<file path="config.mk">
export PLATFORM = sky130hd
export DESIGN_NAME = memory_stage
export DESIGN_NICKNAME = d
export VERILOG_FILES = /design/src/rtl/memstage_pkg.sv /design/src/rtl/access_timer.sv /design/src/rtl/memory_stage.sv
export SDC_FILE = /design/constraint.sdc
export NUM_CORES = 1
export LEC_CHECK = 0
export CAP_MARGIN = 10
export CORE_ASPECT_RATIO = 0.8
export CORE_MARGIN = 3
export CORE_UTILIZATION = 43
export DETAILED_ROUTE_END_ITERATION = 10
export HOLD_SLACK_MARGIN = 0.05
export PLACE_DENSITY = 0.8
export SLEW_MARGIN = 20
export SYNTH_ARGS = -nofsm -noshare
export SYNTH_HDL_FRONTEND = slang
export SYNTH_SLANG_ARGS = --single-unit
</file>
<file path="constraint.sdc">
create_clock -name clk -period 2.2 [get_ports clk]
set_input_delay 0.66 -clock clk [delete_from_list [all_inputs] [get_ports clk]]
set_output_delay 0.66 -clock clk [all_outputs]
set_load 0.1 [all_outputs]
</file>
<file path="src/rtl/memstage_pkg.sv">
// Shared definitions for the memory stage: FSM encoding, destination-register
// field location and the default access timeout.
package memstage_pkg;

   typedef enum logic {
      ST_IDLE   = 1'b0,
      ST_ACCESS = 1'b1
   } state_e;

   localparam int RD_MSB          = 7;
   localparam int RD_LSB          = 5;
   localparam int DEFAULT_TIMEOUT = 15;
   localparam int TIMER_W         = 8;

endpackage

</file>
<file path="src/rtl/access_timer.sv">
// Counts ACCESS cycles spent waiting for the data memory and flags the edge on
// which the wait budget runs out.
module access_timer
   import memstage_pkg::*;
#(
   parameter int TIMEOUT_CYCLES = DEFAULT_TIMEOUT
) (
   input  logic clk,
   input  logic rst_n,
   input  logic clear,
   input  logic enable,
   output logic expired
);

   localparam logic [TIMER_W-1:0] LAST_WAIT = TIMER_W'(TIMEOUT_CYCLES - 1);

   logic [TIMER_W-1:0] cnt_q;
   logic [TIMER_W-1:0] cnt_d;

   // The current edge is wait number cnt_q+1, so it is the last one when cnt_q == TIMEOUT-1.
   assign expired = enable && (cnt_q == LAST_WAIT);

   always_comb begin
      cnt_d = cnt_q;
      if (clear) begin
         cnt_d = '0;
      end else if (enable) begin
         cnt_d = cnt_q + 1'b1;
      end
   end

   always_ff @(posedge clk or negedge rst_n) begin
      if (!rst_n) begin
         cnt_q <= '0;
      end else begin
         cnt_q <= cnt_d;
      end
   end

endmodule

</file>
<file path="src/rtl/memory_stage.sv">
// Pipeline memory stage: passes ALU ops straight to writeback in one cycle and
// runs loads/stores through a request/ack handshake with an access timeout.
module memory_stage
   import memstage_pkg::*;
#(
   parameter int TIMEOUT_CYCLES = DEFAULT_TIMEOUT
) (
   input  logic        clk,
   input  logic        rst_n,
   input  logic        ex_valid,
   output logic        ex_ready,
   input  logic [15:0] ex_instr,
   input  logic [15:0] ex_aluresult,
   input  logic [15:0] ex_storedata,
   input  logic        ex_isld,
   input  logic        ex_isst,
   input  logic        ex_iswb,
   output logic        dmem_req,
   output logic        dmem_we,
   output logic [15:0] dmem_addr,
   output logic [15:0] dmem_wdata,
   input  logic        dmem_ack,
   input  logic [15:0] dmem_rdata,
   output logic        wb_valid,
   output logic        iswb,
   output logic        isld,
   output logic [15:0] instr,
   output logic [15:0] ldresult,
   output logic [15:0] aluresult,
   output logic        mem_err
);

   state_e      state_q, state_d;
   logic        dmem_req_q, dmem_req_d;
   logic        dmem_we_q, dmem_we_d;
   logic [15:0] dmem_addr_q, dmem_addr_d;
   logic [15:0] dmem_wdata_q, dmem_wdata_d;
   logic        wb_valid_q, wb_valid_d;
   logic        iswb_q, iswb_d;
   logic        isld_q, isld_d;
   logic [15:0] instr_q, instr_d;
   logic [15:0] ldresult_q, ldresult_d;
   logic [15:0] aluresult_q, aluresult_d;
   logic        mem_err_q, mem_err_d;
   logic        pend_iswb_q, pend_iswb_d;
   logic        pend_isld_q, pend_isld_d;

   logic timer_clear;
   logic timer_enable;
   logic timer_expired;

   assign timer_clear  = (state_q == ST_IDLE);
   assign timer_enable = (state_q == ST_ACCESS) && !dmem_ack;

   access_timer #(
      .TIMEOUT_CYCLES(TIMEOUT_CYCLES)
   ) u_timer (
      .clk    (clk),
      .rst_n  (rst_n),
      .clear  (timer_clear),
      .enable (timer_enable),
      .expired(timer_expired)
   );

   // Writeback flags are pulses: they default low and only rise on a completion edge.
   always_comb begin
      state_d      = state_q;
      dmem_req_d   = dmem_req_q;
      dmem_we_d    = dmem_we_q;
      dmem_addr_d  = dmem_addr_q;
      dmem_wdata_d = dmem_wdata_q;
      instr_d      = instr_q;
      ldresult_d   = ldresult_q;
      aluresult_d  = aluresult_q;
      pend_iswb_d  = pend_iswb_q;
      pend_isld_d  = pend_isld_q;
      wb_valid_d   = 1'b0;
      iswb_d       = 1'b0;
      isld_d       = 1'b0;
      mem_err_d    = 1'b0;

      case (state_q)
         ST_IDLE: begin
            if (ex_valid) begin
               instr_d     = ex_instr;
               aluresult_d = ex_aluresult;
               if (ex_isld || ex_isst) begin
                  state_d      = ST_ACCESS;
                  dmem_req_d   = 1'b1;
                  dmem_we_d    = ex_isst && !ex_isld;
                  dmem_addr_d  = ex_aluresult;
                  dmem_wdata_d = ex_storedata;
                  pend_iswb_d  = ex_iswb;
                  pend_isld_d  = ex_isld;
               end else begin
                  wb_valid_d = 1'b1;
                  iswb_d     = ex_iswb;
                  ldresult_d = 16'h0000;
               end
            end
         end
         ST_ACCESS: begin
            // An ack on the timeout edge still completes normally.
            if (dmem_ack) begin
               state_d    = ST_IDLE;
               dmem_req_d = 1'b0;
               wb_valid_d = 1'b1;
               if (pend_isld_q) begin
                  ldresult_d = dmem_rdata;
                  isld_d     = 1'b1;
                  iswb_d     = pend_iswb_q;
               end else begin
                  ldresult_d = 16'h0000;
               end
            end else if (timer_expired) begin
               state_d    = ST_IDLE;
               dmem_req_d = 1'b0;
               wb_valid_d = 1'b1;
               ldresult_d = 16'h0000;
               mem_err_d  = 1'b1;
            end
         end
         default: begin
            state_d    = ST_IDLE;
            dmem_req_d = 1'b0;
         end
      endcase
   end

   always_ff @(posedge clk or negedge rst_n) begin
      if (!rst_n) begin
         state_q      <= ST_IDLE;
         dmem_req_q   <= 1'b0;
         dmem_we_q    <= 1'b0;
         dmem_addr_q  <= 16'h0000;
         dmem_wdata_q <= 16'h0000;
         wb_valid_q   <= 1'b0;
         iswb_q       <= 1'b0;
         isld_q       <= 1'b0;
         instr_q      <= 16'h0000;
         ldresult_q   <= 16'h0000;
         aluresult_q  <= 16'h0000;
         mem_err_q    <= 1'b0;
         pend_iswb_q  <= 1'b0;
         pend_isld_q  <= 1'b0;
      end else begin
         state_q      <= state_d;
         dmem_req_q   <= dmem_req_d;
         dmem_we_q    <= dmem_we_d;
         dmem_addr_q  <= dmem_addr_d;
         dmem_wdata_q <= dmem_wdata_d;
         wb_valid_q   <= wb_valid_d;
         iswb_q       <= iswb_d;
         isld_q       <= isld_d;
         instr_q      <= instr_d;
         ldresult_q   <= ldresult_d;
         aluresult_q  <= aluresult_d;
         mem_err_q    <= mem_err_d;
         pend_iswb_q  <= pend_iswb_d;
         pend_isld_q  <= pend_isld_d;
      end
   end

   assign ex_ready   = (state_q == ST_IDLE);
   assign dmem_req   = dmem_req_q;
   assign dmem_we    = dmem_we_q;
   assign dmem_addr  = dmem_addr_q;
   assign dmem_wdata = dmem_wdata_q;
   assign wb_valid   = wb_valid_q;
   assign iswb       = iswb_q;
   assign isld       = isld_q;
   assign instr      = instr_q;
   assign ldresult   = ldresult_q;
   assign aluresult  = aluresult_q;
   assign mem_err    = mem_err_q;

endmodule

</file>
### Word level (Yosys, flattened, before mapping)

Cells that the tools add are included.
W data, S select, Z words.

* register bits: 97
* latch bits: 0
* bits in writable memories: 0
* bits in read-only memories: 0
* input bits: 71
* output and inout port bits: 87
* logic and storage cells: 66
* memories: 0

* $add $sub $neg: 1
* multiply operators: 0
* div/mod/pow operators: 0
* $lt $le $gt $ge: 0
* eq/ne operators: 6
* shift-type cells: 0
* muxes and demuxes: 33
* bitwise gates (word level): 1
* reductions and logical operators: 10

Operators with widths (number)
* $mux W16: 5
* $pmux W16 S2: 1
* $mux W1: 21
* $mux W8: 2
* $reduce_and A3 Y1: 3
* $add A8 B1 Y8 const B: 1
* $eq A8 B4 Y1 const B: 1
* $pmux W1 S2: 4
* $ne A2 B1 Y1 const B: 2
* $ne A2 B2 Y1 const B: 2
* $logic_and A1 B1 Y1: 3
* $ne A3 B2 Y1 const B: 1
* $logic_not A1 Y1: 2
* $reduce_and A2 Y1: 1
* $logic_or A1 B1 Y1: 1
* $not A1 Y1: 1

### Logic depth before layout (Yosys ltp)

Gate-level depths: netlist of run 1.

* depth in word-level cells: 6
* gate-level depth with buffers: 6
* mapped depth without buffers: 5

### Modules after synthesis

A second synthesis of run 1 with hierarchy kept.

* cells, all modules: 240
* area total of the unflattened synthesis: 3857.4 sq um

By module, submodules not included
* memory_stage: times used 1, cells an instance 199, area an instance 3447.1 sq um, seq. area each 2227.1 sq um
* access_timer: times used 1, cells an instance 41, area an instance 410.4 sq um, seq. area each 200.2 sq um

### Worst setup path after synthesis of run 1

Ideal clock, no wire load.

* kind: register to output
* start point: reg state_q
* end point: out ex_ready
* arrival time: 1.524 ns
* required time: 1.540 ns
* slack: 0.016 ns
* stages on the path, launching flop included: 3
* buffers on the path: 1
* path through: dfrtp_1 -> inv_1 -> clkbuf_1

* word-level cells in the longest chain between the ends: 1

RTL lines
* from (decl): RTL line memory_stage.sv:33 `state_e state_q, state_d;`
* from (signal assigned): RTL line memory_stage.sv:147 `state_q <= state_d;`
* $not A1 Y1 (no line)
* to (decl): RTL line memory_stage.sv:11 `output logic ex_ready,`

No other way between the ends.

### Worst setup path in the final report of run 1

Same ends and word-level chain as after synthesis.

==> impl_metrics.py, run 1 <==
metrics = {
    "final_layout": {
        "n_antenna_cell": 0,
        "register_area_sq_mm": 0.002427,
        "drive_gt1_share_pct": 46.39,
        "multi_input_area_sq_mm": 0.001375,
        "nets": 484,
        "area_delta_synth_final_pct": 46.49,
        "fill_cells": 637,
        "final_util_pct": 66.29,
    },
    "setup_path": {
        "r2r_slack_ns": 0.52,
        "path_cells": "inv_1 -> buf_12",
        "cp_num_buf_inv": 2,
        "slowest_delay_ns": 0.52,
        "crit_path_start": "state_q",
        "cp.required_ns": 1.54,
        "rr_startpoint": "u_timer.cnt_q[0]",
        "crit_slowest_cell": "dfrtp_1",
        "cp-end-kind": "primary output",
        "cp_max_fo": 8,
        "cpLargestDelayFamily": "flip-flops",
        "criticalPathCategory": "flip-flop to primary output",
        "crit_arrival_ns": 1.22,
        "worst_setup_path_start_kind": "flip-flop",
    },
    "floorplan": {
        "rows": 30,
        "pin_count": 158,
        "die_w_um": 112.8,
        "die_y_um": 91.44,
        "die_area_sq_mm": 0.01031,
        "coreArea_sq_mm": 0.008671,
        "initial_core_util_pct": 45.25,
    },
    "routing": {
        "routedWlPerCell_um": 17.17,
        "drtPass1Iterations": 4,
        "drt_wl_total_um": 9068,
        "drc_errors": 0,
        "via_count": 2626,
        "drt-initial-drc-count": 104,
        "dr_wl_met2_um": 4304,
        "wl_met1_um": 3831,
        "via_per_inst": 4.973,
        "top_layer": "met4",
        "route.met3.wl_um": 815,
        "ant_nets": 0,
    },
    "clock_network": {
        "h-tree-depth": 3,
        "cts_tree": "done",
        "cts.sinks": 97,
        "cts.path.max_buffers": 2,
        "cts_hold_buf": 0,
        "ctsRootBufferMaster": "clkbuf_16",
        "insertion_delay_ns": 0.33,
        "cts_setup_buffers": 0,
        "cts.repair.resized": 0,
        "cts.reportedPaths.clkPinSlew_ns": 0.06,
        "numCtsBuffers": 9,
    },
    "place": {
        "hpwlAfterDp_um": 6696,
        "pre_cts_ws_ns": 0.002638,
        "place.gp.congestion": 0.8193,
        "io_buffers": 157,
    },
    "worst_hold_path": {
        "hp-class": "input port to async pin",
    },
    "power_and_ir_drop": {
        "ir_drop_uv": 916.7,
        "p_leak_nw": 2.687,
        "power_density_mw_per_mm2": 1360,
    },
    "yosys": {
        "synth.largest_area_cell": "dfrtp_1",
        "synthDistinctLibCells": 36,
        "ys.warnings.count": 0,
        "ys_seq_elements": 97,
        "postSynthAreaPerCell_sq_um": 16.08,
        "netlist_area_sq_mm": 0.003924,
        "ys_seq_area_share_pct": 61.86,
        "synthTopCellsByArea": "dfrtp_1 62%, mux2_4 11%, mux2_2 10%",
        "yosysTopAreaCellShare_pct": 61.86,
        "synthCells": 244,
        "syn-num-nets": 317,
    },
    "sta": {
        "period_share_pct": 85.62,
        "rsz0062_at_grt": "false",
        "relSlewSlack_pct": 74.17,
        "skew_ns": 0.003963,
        "setup_violations": 0,
        "period_minus_slack_ns": 1.884,
        "layout_setup_ws_ns": 0.3164,
        "worst_pin_slew_ns": 0.3875,
        "hold_slack_ns": 0.2420,
        "hold_viol": 0,
        "fin_tns_setup_ns": 0,
        "max_freq_ghz": 0.5309,
        "drv_slew": 0,
    },
    "global_routing": {
        "overflow": 0,
        "grt_max_degree": 37,
        "grt_first_pass_wirelength_um": 14750,
        "antenna_found_initial": 0,
        "grt_pass1_vias": 2761,
        "groute.usage.overall_pct": 18.13,
    },
    "flow_run": {
        "drv_cap": 0,
    },
    "run_status": {
        "status": "complete, no violations",
    },
}
-- worst paths after layout --
kind                           endpoint  depth (start not counted)
max in group asynchronous      instr[4]                          2
setup reg to reg           ldresult[12]                          6
min in group clk            ldresult[8]                          1
hold / removal              ldresult[2]                          1
hold reg to reg             ldresult[8]                          1
setup / recovery               ex_ready                          2
-- flip-flops by register name, indices dropped and copies added (netlist names) --
signal         count
instr             16
pend_iswb_q        1
isld               1
dmem_we            1
ldresult          16
pend_isld_q        1
iswb               1
dmem_req           1
dmem_wdata        16
dmem_addr         16
state_q            1
mem_err            1
aluresult         16
u_timer.cnt_q      8
wb_valid           1
-- per-layer routing --
metal / GRT usage [%] / vias up
met2: 28.50 / 107
met5: 0 / -
li1: - / 1204
met1: 23.18 / 1303
met3: 7.328 / 12
met4: 5.205 / 0
-- placed cells by master (no fill, tap or decap), types with 2 or more instances in the layout --
cell type / netlist / routed
a21oi_1: 5 / 5
a22o_1: 13 / 13
a22o_2: 5 / 5
buf_12: 0 / 6
buf_4: 3 / 94
clkbuf_16: 0 / 9
clkdlybuf4s50_1: 0 / 69
clkinv_4: 0 / 2
clkinvlp_4: 0 / 3
dfrtp_1: 97 / 97
ha_1: 2 / 2
inv_1: 4 / 4
mux2_2: 36 / 36
mux2_4: 29 / 29
nand2_1: 4 / 4
nor2_1: 8 / 8
o21ai_0: 3 / 3
or3_1: 2 / 2
xor2_1: 3 / 3
-- synth_stat cells --
cell,count
nor4b_2,1
nand4_1,1
inv_1,4
o21ai_0,3
or3_1,2
clkbuf_1,1
nor3b_1,1
nand2b_1,1
nor4bb_4,1
o21a_1,1
a21oi_1,5
a22o_2,5
nand4b_1,1
and2_1,1
buf_4,3
and3_2,1
buf_2,2
buf_6,7
ha_1,2
and4bb_4,1
a22o_1,13
nand4b_4,1
and3_1,1
a211oi_4,1
nand2_1,4
xor2_1,3
xnor2_1,1
a311oi_1,1
nor2_1,8
dfrtp_1,97
mux2_4,29
mux2_2,36
o31ai_1,1
mux2i_1,1
nor2b_1,2
a211o_1,1
-- area by class of cell --
cell class | instances | share of cell area [%]
Sequential cell | 97 | 42.23
Timing Repair Buffer | 169 | 26.38
Multi-Input combinational cell | 130 | 23.92
Clock buffer | 10 | 3.983
Tap cell | 112 | 2.438
Clock inverter | 6 | 0.7836
Inverter | 4 | 0.2612
-- stage by stage --
step	instances	power, mW	area [sq um]
after floorplan	244	5.482	3924
after global placement	512	6.396	5474
after detailed placement	512	6.443	5474
after CTS	528	7.894	5748
after global routing	528	8.087	5748
final	528	7.815	5748
-- power by group --
group | leakage, nW | switching, mW | internal (mW)
registers | 1.18 | 0.221 | 2.14
logic | 1.38 | 3.04 | 0.986
clock network | 0.125 | 0.654 | 0.768
-- cell families (layout without fill, tap and decap cells) --
group	after synthesis	after routing	synth area share [%]
xor+xnor	4	4	0.8930
flops	97	97	61.86
mux	66	66	21.68
fa+ha+maj	2	2	0.6377
simple gates	27	27	5.070
compound gates	31	31	6.537
buf+inv	17	189	3.316
-- worst register-to-register path, delay by kind of cell (launching register included) --
family                     cells  cell delay, ns
adders and majority gates      1            0.20
and+or+nand+nor                1            0.36
DFF                            1            0.44
buffers and inverters          2            0.25
AOI/OAI and AO/OA              2            0.32
No activity file was read; power rests on OpenSTA's default activity.
==> run 2, diff against run 1 <==
--- a/config.mk
+++ b/config.mk
@@ -5,7 +5,8 @@
 export SDC_FILE = /design/constraint.sdc
 export NUM_CORES = 1
 export LEC_CHECK = 0
-export CAP_MARGIN = 10
+export ABC_CLOCK_PERIOD_IN_PS = 2200
+export CAP_MARGIN = 20
 export CORE_ASPECT_RATIO = 0.8
 export CORE_MARGIN = 3
 export CORE_UTILIZATION = 43
==> results of run 2 <==
Final layout, timing and power as in run 1 (identical DEF).
==> run 3, diff against run 2 <==
--- a/config.mk
+++ b/config.mk
@@ -9,10 +9,10 @@
 export CAP_MARGIN = 20
 export CORE_ASPECT_RATIO = 0.8
 export CORE_MARGIN = 3
-export CORE_UTILIZATION = 43
+export CORE_UTILIZATION = 40
 export DETAILED_ROUTE_END_ITERATION = 10
 export HOLD_SLACK_MARGIN = 0.05
-export PLACE_DENSITY = 0.8
+export PLACE_DENSITY = 0.75
 export SLEW_MARGIN = 20
 export SYNTH_ARGS = -nofsm -noshare
 export SYNTH_HDL_FRONTEND = slang
==> impl_metrics.py, run 3 (synthesized netlist as in run 1, its figures left out) <==
metrics = {
    "final_layout": {
        "mostFrequentLayoutCell": "dfrtp_1",
        "register_area_sq_mm": 0.002427,
        "fill_cells": 725,
        "drive_gt1_share_pct": 46.27,
        "area_delta_synth_final_pct": 47.16,
        "multi_input_area_sq_mm": 0.001375,
        "design_area_sq_mm": 0.005774,
        "layout_common_cells": "97 x dfrtp_1, 94 x buf_4, 69 x clkdlybuf4s50_1",
        "n_antenna_cell": 0,
        "nets": 484,
        "final_util_pct": 62.03,
    },
    "clock_network": {
        "cts.repair.resized": 0,
        "cts_setup_buffers": 0,
        "cts.sinks": 97,
        "numCtsBuffers": 9,
        "insertion_delay_ns": 0.34,
        "cts_hold_buf": 0,
        "h-tree-depth": 3,
        "ctsRootBufferMaster": "clkbuf_16",
        "cts.path.max_buffers": 2,
        "cts_tree": "done",
        "cts.reportedPaths.clkPinSlew_ns": 0.07,
    },
    "floorplan": {
        "die_y_um": 94.59,
        "die_area_sq_mm": 0.01104,
        "coreArea_sq_mm": 0.009309,
        "pin_count": 158,
        "die_w_um": 116.7,
        "initial_core_util_pct": 42.15,
        "rows": 31,
    },
    "place": {
        "hpwlAfterDp_um": 6905,
        "io_buffers": 157,
        "place.gp.congestion": 0.7521,
        "placed_cell_area_sq_mm": 0.005478,
    },
    "sta": {
        "drv_slew": 0,
        "rsz0062_at_grt": "false",
        "period_share_pct": 86.12,
        "setup_violations": 0,
        "skew_ns": 0.01278,
        "max_freq_ghz": 0.5278,
        "fin_tns_setup_ns": 0,
        "period_minus_slack_ns": 1.895,
        "relSlewSlack_pct": 76.34,
        "hold_viol": 0,
        "hold_slack_ns": 0.2046,
        "worst_pin_slew_ns": 0.3549,
    },
    "power_and_ir_drop": {
        "p_seq_share_pct": 29.8,
        "netSwitchingFraction_pct": 49.16,
        "ir_drop_uv": 759.2,
        "p_sw_mw": 3.906,
        "p_total_mw": 7.946,
        "p_int_mw": 4.040,
        "p_clk_share_pct": 19.6,
        "comb_power_share_pct": 50.6,
        "p_leak_nw": 2.699,
        "power_density_mw_per_mm2": 1376,
    },
    "setup_path": {
        "cp_max_fo": 8,
        "worst_setup_path_start_kind": "flip-flop",
        "criticalPathCategory": "flip-flop to primary output",
        "crit_arrival_ns": 1.23,
        "cp.required_ns": 1.54,
        "cp-end-kind": "primary output",
        "crit_path_start": "state_q",
        "rr_startpoint": "u_timer.cnt_q[0]",
    },
    "flow_run": {
        "drv_cap": 0,
    },
    "global_routing": {
        "grt_pass1_vias": 2699,
        "grt_first_pass_wirelength_um": 14350,
        "grt_max_degree": 35,
        "antenna_found_initial": 0,
        "groute.usage.overall_pct": 17.03,
        "overflow": 0,
    },
    "run_status": {
        "status": "complete, no violations",
    },
    "routing": {
        "dr_wl_met2_um": 4529,
        "top_layer": "met4",
        "ant_nets": 0,
        "drtPass1Iterations": 4,
        "drt-initial-drc-count": 186,
        "via_count": 2596,
        "routedWlPerCell_um": 17.37,
        "drt_wl_total_um": 9205,
        "via_per_inst": 4.898,
        "route.met3.wl_um": 509,
        "drc_errors": 0,
        "wl_met1_um": 4022,
    },
    "worst_hold_path": {
        "hp-class": "input port to async pin",
    },
}
[run 3: cell types whose count changed in the layout (fill, tap and decap cells not counted), sizes merged]
cell,delta
clkinv,-2
bufinv,+1
clkbuf,+1
clkinvlp,-1
[run 3: final cells by class]
class | instances | area share, %
Sequential cell | 97 | 42.04
Timing Repair Buffer | 169 | 26.26
Multi-Input combinational cell | 130 | 23.81
Clock buffer | 11 | 4.204
Tap cell | 115 | 2.492
Clock inverter | 4 | 0.9317
Inverter | 4 | 0.2600
[run 3: path summary, 6_finish.rpt]
| kind | end | slack (ns) | cells after the start |
|---|---|---|---|
| setup / recovery | ex_ready | 0.31 | 2 |
| min in group clk | ldresult[14] | 0.50 | 1 |
| max in group asynchronous | dmem_wdata[10] | 1.37 | 2 |
| setup reg to reg | ldresult[15] | 0.55 | 6 |
| hold / removal | aluresult[3] | 0.20 | 1 |
| hold reg to reg | ldresult[14] | 0.50 | 1 |
[run 3: metrics by stage]
step,setup slack (ns),instances
after CTS,0.2843,530
after global routing,0.2021,530
final,0.3053,530
after global placement,0.06205,515
after detailed placement,0.02905,515
after floorplan,0.01588,244
[run 3: layer usage]
layer / global-route usage (%) / vias up
met2: 27.94 / 85
met5: 0 / -
li1: - / 1204
met4: 5.635 / 0
met3: 4.484 / 12
met1: 22.01 / 1295
[run 3: worst max-delay path, cell delays in order, from the launching register on]
cell and delay, ns:
dfrtp_1 0.53, inv_1 0.17, buf_12 0.20
[run 3: power by group through the flow]
stage	logic, mW	registers [mW]	clock network [mW]
after floorplan	0.581	4.90	0
after global placement	4.02	2.39	0
after detailed placement	4.05	2.40	0
after CTS	4.05	2.37	1.60
after global routing	4.13	2.41	1.67
final	4.02	2.37	1.56
==> variant 1: new RTL, config.mk and constraints of run 3 <==
Change the package constant `TIMER_W` from 8 to 10.
--- a/src/rtl/memstage_pkg.sv
+++ b/src/rtl/memstage_pkg.sv
@@ -10,7 +10,7 @@
    localparam int RD_MSB          = 7;
    localparam int RD_LSB          = 5;
    localparam int DEFAULT_TIMEOUT = 15;
-   localparam int TIMER_W         = 8;
+   localparam int TIMER_W         = 10;
 
 endpackage
 
Check against the original RTL: no difference found for any inputs over 10 cycles, from zero or initial values and one cycle with rst_n low; that may be too few to reach the edited logic, so the function may still have changed.
==> variant 1 against run 3 <==
Via count up 5.7%; area after synthesis fell by 2.0%; total power down 0.96%; count of clock-buffer cells in the layout down 1; final area up 0.15%; combinational power decreased by 2%; setup slack worse by 0.14 ns; highest routed layer unchanged; routed wire length fell by 3.4%; maximum frequency decreased by 6.8%; non-clock buffer count grew 9; sequential cell count is 2 higher; hold slack gained 0.10 ns.
==> variant 1: results (changes against run 3) <==
Run status
  – Status: finished clean (unchanged)

Placement
  – Post-DP HPWL: 6.78 mm (was 6.91 mm)
  – Pre-CTS WS: -0.00206 ns (was 0.0290 ns)
  – Cell area after placement: 5490 um^2 (was 5480 um^2)
  – Placed cells: 535 (was 515)
  – Routability cong.: 0.774 (was 0.752)

Yosys
  – Synth cell types: 37 (was 36)
  – Synth Area in Adders: 0.00651 (was 0.00638)
  – Ranking of synthesized cells by area: dfrtp_1 (64%), mux2_2 (19%), a32o_1 (4.2%) (was dfrtp_1 (62%), mux2_4 (11%), mux2_2 (10%))
  – Synth Net Count: 330 (was 317)
  – Mux contribution to synthesized area: 0.193 (was 0.217)
  – Top cells by count, synth: dfrtp_1 (99), mux2_2 (65), a32o_1 (16), a21oi_1 (7) (was dfrtp_1 (97), mux2_2 (36), mux2_4 (29), a22o_1 (13), nor2_1 (8))
  – Synth Area in XOR/XNOR: 0.00911 (was 0.00893)
  – Syn Inst Count: 257 (was 244)
  – Seq/Total Area, Yosys: 0.645 (was 0.619)
  – Ys Warns: 0 (unchanged)
  – Post-synthesis compound-gate area fraction: 0.0713 (was 0.0654)

GRT
  – Largest net degree at the start of global routing: 43 (was 35)
  – Met3 Use GR: 0.0689 (was 0.0448)
  – GR Util met1: 0.201 (was 0.220)
  – Met2 usage: 0.271 (was 0.279)
  – GRT Util Overall: 0.166 (was 0.170)
  – Vias in the first global route: 2912 (was 2699)
  – First-pass GRT wire length: 14.0 mm (was 14.4 mm)

Critical path
  – WP data arrival: 2.25 ns (was 1.23 ns)
  – CP max FO: 17 (was 8)
  – CP delay by family, top: simple AND/OR/NAND/NOR gates (was flip-flops)
  – CP max stage delay: 0.65 ns (was 0.53 ns)
  – Worst path slowest cell: or4_4 (was dfrtp_1)

Clocking
  – # Post-CTS Setup Buffers: 0 (unchanged)

Pwr
  – Worst VDD drop: 0.968 mV (was 0.759 mV)
  – Comb. pwr: 3.94 mW (was 4.02 mW)
  – P_sw: 3.89 mW (was 3.91 mW)
  – Final Power: 7.87 mW (was 7.95 mW)

Layout
  – Nets: 504 (was 484)
  – Number of filler cells placed in the layout: 759 (was 725)
  – Fin cells: 551 (was 530)
  – Area Overhead vs Synth: 50.5% (was 47.2%)
  – Fraction of layout cells with a size suffix above 1: 0.443 (was 0.463)

Detailed routing
  – Routed length on met2: 4.44 mm (was 4.53 mm)
  – Wire length per cell: 16.1 um (was 17.4 um)
  – Routed length on met1: 3.58 mm (was 4.02 mm)
  – Initial DRC Count: 121 (was 186)
  – WL met3: 774 um (was 509 um)
  – Avg Vias per Cell: 4.98 (was 4.90)

Timing
  – Least-Margin Pin Slew: 0.535 ns (was 0.355 ns)
  – Clock Skew: 0.00714 ns (was 0.0128 ns)
variant 1: cell count changes after synthesis, moves of 3 or more:
cell	run 3	this run
a22o_1	13	2
a22o_2	5	0
a32o_1	0	16
buf_1	0	4
buf_4	3	0
buf_6	7	1
clkbuf_1	1	6
mux2_2	36	65
mux2_4	29	0
nand2b_1	1	4
variant 1: worst paths after layout:
check                                  from       endpoint  slack (ns)  cells after the start
setup / recovery           u_timer.cnt_q[5]   ldresult[13]        0.17                      3
hold / removal                        rst_n      instr[15]        0.31                      1
setup reg to reg           u_timer.cnt_q[5]   ldresult[13]        0.17                      3
hold reg to reg               dmem_wdata[4]  dmem_wdata[4]        0.51                      1
max in group asynchronous             rst_n    pend_isld_q        1.29                      2
min in group clk              dmem_wdata[4]  dmem_wdata[4]        0.51                      1
variant 1: cell type report:
class,instances,share of cell area
flip-flops and latches,99,0.428
well taps,115,0.0249
clock inverters,6,0.0115
multi-input cells,138,0.221
clock buffers,10,0.0396
repair buffers,178,0.272
inverters,5,0.00325
==> variant 2: new RTL, config.mk and constraints of run 3 <==
Made on the original files. Take the reset off `ldresult_q` and load it in a clocked block of its own.
--- a/src/rtl/memory_stage.sv
+++ b/src/rtl/memory_stage.sv
@@ -138,7 +138,6 @@
          iswb_q       <= 1'b0;
          isld_q       <= 1'b0;
          instr_q      <= 16'h0000;
-         ldresult_q   <= 16'h0000;
          aluresult_q  <= 16'h0000;
          mem_err_q    <= 1'b0;
          pend_iswb_q  <= 1'b0;
@@ -153,12 +152,15 @@
          iswb_q       <= iswb_d;
          isld_q       <= isld_d;
          instr_q      <= instr_d;
-         ldresult_q   <= ldresult_d;
          aluresult_q  <= aluresult_d;
          mem_err_q    <= mem_err_d;
          pend_iswb_q  <= pend_iswb_d;
          pend_isld_q  <= pend_isld_d;
       end
+   end
+
+   always_ff @(posedge clk) begin
+      ldresult_q <= ldresult_d;
    end
 
    assign ex_ready   = (state_q == ST_IDLE);
Function: differs if rst_n is asserted again (counterexample within 4 cycles, from zero or initial values and one cycle with rst_n low); with rst_n held inactive, the same outputs for 10 cycles.
==> variant 2 against run 3 <==
Setup slack gained 0.024 ns; routed wire length is 6.8% lower; sequential cell count stayed put; final area about the same; synthesized cell count decreased by 0.82%; via count decreased by 0.89%; total power is 4.2% lower; area after synthesis decreased by 1.6%; critical endpoint is now dmem_addr[12]; largest cell class unchanged.
==> variant 2: results (changes against run 3) <==
Run status
  – Status: finished clean (unchanged)

Detailed routing
  – Total routed wirelength: 8.58 mm (was 9.21 mm)
  – Vias: 2573 (was 2596)
  – Initial DRC Count: 111 (was 186)

GRT
  – Vias in the first global route: 2616 (was 2699)
  – Largest net degree at the start of global routing: 30 (was 35)
  – GRT overflow: 0 (unchanged)
  – First-pass GRT wire length: 13.8 mm (was 14.4 mm)
  – GRT Util Overall: 0.163 (was 0.170)

Timing
  – Slew HR: 0.806 (was 0.763)
  – Total Neg Setup Slack: 0 ns (unchanged)
  – Clock Skew: 0.00510 ns (was 0.0128 ns)

Yosys
  – Synth Area in XOR/XNOR: 0.00680 (was 0.00893)
  – Synth Area in Adders: 0.00648 (was 0.00638)
  – Ranking of synthesized cells by area: dfrtp_1 (52%), edfxtp_1 (12%), mux2_4 (11%) (was dfrtp_1 (62%), mux2_4 (11%), mux2_2 (10%))
  – Synth Net Count: 315 (was 317)
  – Synth cell types: 34 (was 36)
  – Mux contribution to synthesized area: 0.217 (about the same)
  – Post-synthesis async set-or-reset flop share: 0.835 (was 1.00)
  – Post-synthesis compound-gate area fraction: 0.0253 (was 0.0654)
  – Seq/Total Area, Yosys: 0.649 (was 0.619)
  – Top cells by count, synth: dfrtp_1 (81), mux2_2 (37), mux2_4 (28), and2_1 (16), edfxtp_1 (16) (was dfrtp_1 (97), mux2_2 (36), mux2_4 (29), a22o_1 (13), nor2_1 (8))

Layout
  – Fraction of layout cells with a size suffix above 1: 0.450 (was 0.463)
  – Nets: 486 (was 484)

Critical path
  – WP data arrival: 2.09 ns (was 1.23 ns)
  – CP delay by family, top: buffers and inverters (was flip-flops)
  – Worst path slowest cell: clkdlybuf4s50_1 (was dfrtp_1)
  – CP max FO: 10 (was 8)
  – CP max stage delay: 0.48 ns (was 0.53 ns)

Placement
  – Pre-CTS WS: -0.0336 ns (was 0.0290 ns)
  – Cell area after placement: 5450 um^2 (was 5480 um^2)
  – Post-DP HPWL: 6.43 mm (was 6.91 mm)
  – Routability cong.: 0.715 (was 0.752)

Clocking
  – Resize count post-CTS: 0 (unchanged)

Pwr
  – Leak Pwr: 2.58 nW (was 2.70 nW)
  – Worst VDD drop: 0.684 mV (was 0.759 mV)
variant 2: cell count changes after synthesis, sizes merged, moves of 2 or more:
cell,delta
nand3,+2
buf,-2
edfxtp,+16
or3,+2
and2,+15
a21oi,+2
dfrtp,-16
a22o,-17
variant 2: area by class of cell:
type | count | area [um^2]
clock buffers | 9 | 225
clock inverters | 7 | 101
fillers | 713 | 3460
inverters | 3 | 11.3
multi-input cells | 131 | 1260
flip-flops and latches | 97 | 2510
well taps | 115 | 144
repair buffers | 171 | 1520
variant 2: routing by layer:
metal  up-vias  track usage  wire [um]
met5         -            0          0
met4         0       0.0551        128
met3        11       0.0502        586
met2        87        0.250       4060
met1      1278        0.219       3800
li1       1197            -          -
variant 2: cells by family (layout without fill, tap and decap cells):
| group | after synthesis | count (layout) |
|---|---|---|
| buffers and inverters | 14 | 190 |
| AO/OA/AOI/OAI | 16 | 16 |
| AND/OR/NAND/NOR | 45 | 45 |
| flip-flops | 97 | 97 |
| XOR/XNOR | 3 | 3 |
| multiplexers | 65 | 65 |
| adder cells (fa/ha/maj) | 2 | 2 |
variant 2: worst paths after layout:
path,slack [ns],startpoint,end,cells past startpoint
worst max-delay path,0.33,ex_valid,dmem_addr[12],5
worst min-delay path,0.20,rst_n,instr[9],1
worst max register to register,0.46,u_timer.cnt_q[0],ldresult[14],6
worst min register to register,0.50,dmem_req,dmem_req,1
max in group asynchronous,1.46,rst_n,dmem_wdata[14],2
min in group clk,0.50,dmem_req,dmem_req,1
variant 2: per-stage QoR:
stage	power (mW)	cells
after floorplan	5.11	242
after global placement	5.95	517
after detailed placement	5.98	517
after CTS	7.69	533
after global routing	7.88	533
final	7.61	533
variant 2: report_power, final:
part | internal, mW | switching [mW]
Clock | 1.01 | 0.676
Sequential | 2.16 | 0.188
Combinational | 0.890 | 2.70
Total | 4.05 | 3.56
